===== src/rtl/fp_accum_ctrl.sv =====
// fp_accum_ctrl: sequences an FP32 operand stream through a shared adder.
// Ports: start/len launch a run, in_* stream, add_* adder, busy/done/result.
module fp_accum_ctrl (
  input  logic        clk,
  input  logic        rst_n,
  input  logic        start,
  input  logic [7:0]  len,
  input  logic        in_valid,
  input  logic [31:0] in_data,
  output logic        in_ready,
  output logic [31:0] add_a,
  output logic [31:0] add_b,
  input  logic [31:0] add_sum,
  output logic        busy,
  output logic        done,
  output logic [31:0] result
);

  typedef enum logic [1:0] {
    IDLE,
    FETCH,
    ADD,
    DONE
  } state_t;

  state_t      state, state_nx;
  logic [7:0]  cnt, cnt_nx;
  logic [31:0] acc, acc_nx;
  logic [31:0] opr, opr_nx;
  logic        first, first_nx;

  always_ff @(posedge clk or negedge rst_n) begin
    if (!rst_n) begin
      state <= IDLE;
      cnt   <= 8'd0;
      acc   <= 32'd0;
      opr   <= 32'd0;
      first <= 1'b0;
    end else begin
      state <= state_nx;
      cnt   <= cnt_nx;
      acc   <= acc_nx;
      opr   <= opr_nx;
      first <= first_nx;
    end
  end

  always_comb begin
    state_nx = state;
    cnt_nx   = cnt;
    acc_nx   = acc;
    opr_nx   = opr;
    first_nx = first;
    unique case (state)
      IDLE: begin
        if (start) begin
          cnt_nx   = len;
          acc_nx   = 32'd0;
          first_nx = 1'b1;
          state_nx = (len == 8'd0) ? DONE : FETCH;
        end
      end
      FETCH: begin
        if (in_valid) begin
          cnt_nx = cnt - 8'd1;
          if (first) begin
            // adder has no zero handling, so seed acc directly
            acc_nx   = in_data;
            first_nx = 1'b0;
            state_nx = (cnt == 8'd1) ? DONE : FETCH;
          end else begin
            opr_nx   = in_data;
            state_nx = ADD;
          end
        end
      end
      ADD: begin
        acc_nx   = add_sum;
        state_nx = (cnt == 8'd0) ? DONE : FETCH;
      end
      DONE: begin
        state_nx = IDLE;
      end
    endcase
  end

  assign in_ready = (state == FETCH);
  assign busy     = (state != IDLE);
  assign done     = (state == DONE);
  assign result   = acc;
  assign add_a    = acc;
  assign add_b    = opr;

endmodule


===== config.mk =====
export PLATFORM = sky130hd
export DESIGN_NAME = fp_accum_ctrl
export DESIGN_NICKNAME = d
export VERILOG_FILES = /design/src/rtl/fp_accum_ctrl.sv
export SDC_FILE = /design/constraint.sdc
export NUM_CORES = 1
export LEC_CHECK = 0
export BUFFER_PORTS_ARGS = -buffer_cell sky130_fd_sc_hd__buf_4
export CAP_MARGIN = 5
export CORE_MARGIN = 2
export CORE_UTILIZATION = 52
export CTS_BUF_LIST = sky130_fd_sc_hd__clkbuf_8
export DETAILED_ROUTE_END_ITERATION = 10
export GPL_TIMING_DRIVEN = 0
export PLACE_DENSITY = 0.87
export SKIP_CTS_REPAIR_TIMING = 1
export SLEW_MARGIN = 20
export SYNTH_ARGS = -nofsm -noshare
export SYNTH_HDL_FRONTEND = slang
export SYNTH_SLANG_ARGS = --single-unit

===== constraint.sdc =====
create_clock -name clk -period 5.6 [get_ports clk]
set_input_delay 0.28 -clock clk [delete_from_list [all_inputs] [get_ports clk]]
set_output_delay 0.28 -clock clk [all_outputs]
set_load 0.02 [all_outputs]

==> impl_metrics.py <==
metrics = {
    "place": {
        "place_inst": 652,
        "dp_hpwl_um": 7987,
        "place.gp.congestion": 0.8963,
        "io_buffers": 174,
        "placed_area_sq_um": 5271,
    },
    "detailed_routing": {
        "wl_per_cell_um": 16.01,
        "wl_um": 10680,
        "drcViolationCount": 0,
        "via_per_inst": 5.297,
        "firstDrtPassIters": 4,
        "drt_iter0_drc": 152,
        "ant_nets": 0,
        "num_vias": 3533,
    },
    "run": {
        "max-cap-violations": 0,
    },
    "clocking": {
        "numCtsBuffers": 9,
        "clk_pin_slew_ns": 0.08,
        "clk_path_buf_depth": 2,
        "cts_tree": "yes",
        "clock-sinks": 75,
        "cts.htree.levels": 3,
        "insertion_delay_ns": 0.35,
        "cts-root-buf": "clkbuf_8",
    },
    "synthesis": {
        "synth_edf_count": 0,
        "synth-async-reset-ratio_pct": 100.0,
        "synth-seq-cells": 75,
        "synth_cells": 379,
        "synth.net_count": 463,
        "synth.mux.area_fraction_pct": 10.72,
        "synth_top_family_by_area": "simple AND/OR/NAND/NOR gates",
        "ys_seq_area_share_pct": 48.86,
        "synth_xor_area_share_pct": 0,
        "synth.cell_area_sq_um": 3841,
        "synth_compound_area_share_pct": 12.48,
        "yosys.area_share.simple_pct": 15.86,
        "synth_cell_types": 38,
        "ys_warn_count": 0,
        "synth_adder_area_share_pct": 2.606,
        "syn_avg_cell_area_sq_um": 10.14,
        "synthFlopType": "dfrtp_1",
    },
    "floorplanning": {
        "num_rows": 31,
        "ioPinCount": 175,
        "die_area_sq_um": 8090,
        "die_w_um": 89.95,
        "core_sq_um": 7214,
        "initial_core_util_pct": 53.24,
        "fp.dieH_um": 89.95,
    },
    "sta": {
        "report.final.slew_viol_count": 0,
        "final_hold_viol_count": 0,
        "rsz0062_at_grt": "no",
        "post-route-min-period_ns": 2.315,
        "setup_violations": 0,
        "skew_ns": 0.01010,
        "setup_tns_ns": 0,
        "fin_crit_sh_pct": 41.34,
        "relSlewSlack_pct": 37.12,
        "worstMarginPinSlew_ns": 0.9432,
        "fmax_mhz": 432.0,
    },
    "setup_path": {
        "cp.arrival_ns": 2.60,
        "r2r_slack_ns": 3.29,
        "reg2reg_from": "state[0]",
        "r2r_end": "add_a[8]",
        "startpoint": "state[0]",
        "crit_required_ns": 5.88,
        "cp_max_fo": 10,
        "r2r_cells": 8,
        "worstSetupStartpointType": "flip-flop",
        "critical_path_class": "reg2reg",
        "endpoint_kind": "flip-flop",
    },
    "pwr": {
        "power_density_nw_per_um2": 699.0,
        "ir_drop_mv": 0.3162,
        "power_leakage_nw": 2.886,
        "total_power_mw": 3.835,
    },
    "cells_and_area": {
        "layout.cells.non_filler": 667,
        "drive_gt1_share_pct": 46.30,
        "stdcell_area_sq_um": 5487,
        "fin_nets": 648,
        "n_fill_cell": 527,
        "n_antenna_cell": 0,
        "layout_commonest_cell": "buf_4",
        "area_growth_pct": 42.83,
        "postLayoutCoreUtil_pct": 76.05,
        "layout_common_cells": "buf_4 (206), dfrtp_1 (75), nand2_1 (69)",
    },
    "global_routing": {
        "grt_pass1_wl_um": 17820,
        "grt_max_degree": 76,
        "grt_overflow": 0,
        "grt_pass1_vias": 3674,
        "antenna_found_initial": 0,
        "gr-usage-all-layers_pct": 27.04,
    },
    "outcome": {
        "status": "finished clean",
    },
    "hold_path": {
        "hold_path.class": "in2async",
    },
}
Yosys cell counts, types with 2 or more instances:
cell type / count / area share (%)
dfrtp_1: 75 / 49
nand2_1: 69 / 6.7
nand3_1: 35 / 4.6
mux2_2: 33 / 9.7
a22o_1: 32 / 7.3
buf_4: 32 / 6.3
clkbuf_1: 16 / 1.6
o21ai_0: 9 / 1.2
ha_1: 8 / 2.6
inv_1: 8 / 0.78
a21oi_1: 7 / 0.91
nor2_1: 7 / 0.68
nor3_1: 6 / 0.78
buf_1: 5 / 0.49
mux2i_1: 4 / 1.0
o22ai_1: 4 / 0.65
buf_2: 3 / 0.39
nand2b_1: 3 / 0.49
a22oi_1: 2 / 0.39
a31oi_1: 2 / 0.33
nor2b_1: 2 / 0.33
flip-flops by register name, indices dropped and copies added (netlist names):
signal	cells
add_a	32
first	1
cnt	8
add_b	32
state	2
critical path, cell delays in order (launching register included):
cell      delay, ns
dfrtp_1        0.41
inv_1          0.15
ha_1           0.16
buf_2          0.19
nor2b_1        0.49
a211o_1        0.26
clkbuf_1       0.36
nand2_1        0.13
nand2_1        0.10
report_power, final:
group / switching (mW) / total [mW] / internal, mW
logic: 1.28 / 2.33 / 1.04
registers: 0.228 / 1.05 / 0.824
clock network: 0.199 / 0.458 / 0.259
total: 1.71 / 3.84 / 2.12
metrics by stage:
| stage | hold slack, ns | setup slack (ns) |
|---|---|---|
| finish | 0.06707 | 3.285 |
| global route | 0.1478 | 3.081 |
| CTS | 0.09601 | 3.280 |
| detailed placement | 0.4782 | 3.298 |
| global placement | 0.4773 | 3.382 |
| floorplan | -0.01559 | 3.661 |
cell type report:
type	count	area, sq um	area share [%]
Buffer	56	334.1	6.089
Clock buffer	10	137.6	2.509
Clock inverter	5	77.57	1.414
Inverter	8	30.03	0.5473
Multi-Input combinational cell	240	1600	29.17
Sequential cell	75	1877	34.21
Tap cell	99	123.9	2.258
Timing Repair Buffer	174	1306	23.81
worst max path at each step:
stage	end	slack (ns)
after CTS	add_a[17]	3.28
final	add_a[8]	3.29
after global placement	add_a[13]	3.38
after global routing	add_a[7]	3.08
after detailed placement	add_a[17]	3.30
after floorplan	cnt[2]	3.66
cell families (layout without fill, tap and decap cells):
logic type                 after synthesis  in the layout
AOI/OAI and AO/OA                       63             63
buffers and inverters                   64            253
and+or+nand+nor                        132            132
DFF                                     75             75
muxes                                   37             37
adders and majority gates                8              8
per-layer routing:
metal | share of wire [%] | routed length [um] | vias up | track usage (%)
met5 | 0 | 0 | - | 0
met4 | 3.0 | 325 | 0 | 11.92
met3 | 6.0 | 637 | 33 | 4.946
met2 | 50 | 5370 | 157 | 46.72
met1 | 41 | 4343 | 1674 | 33.30
li1 | - | - | 1669 | -
No activity file was read; power rests on OpenSTA's default activity.
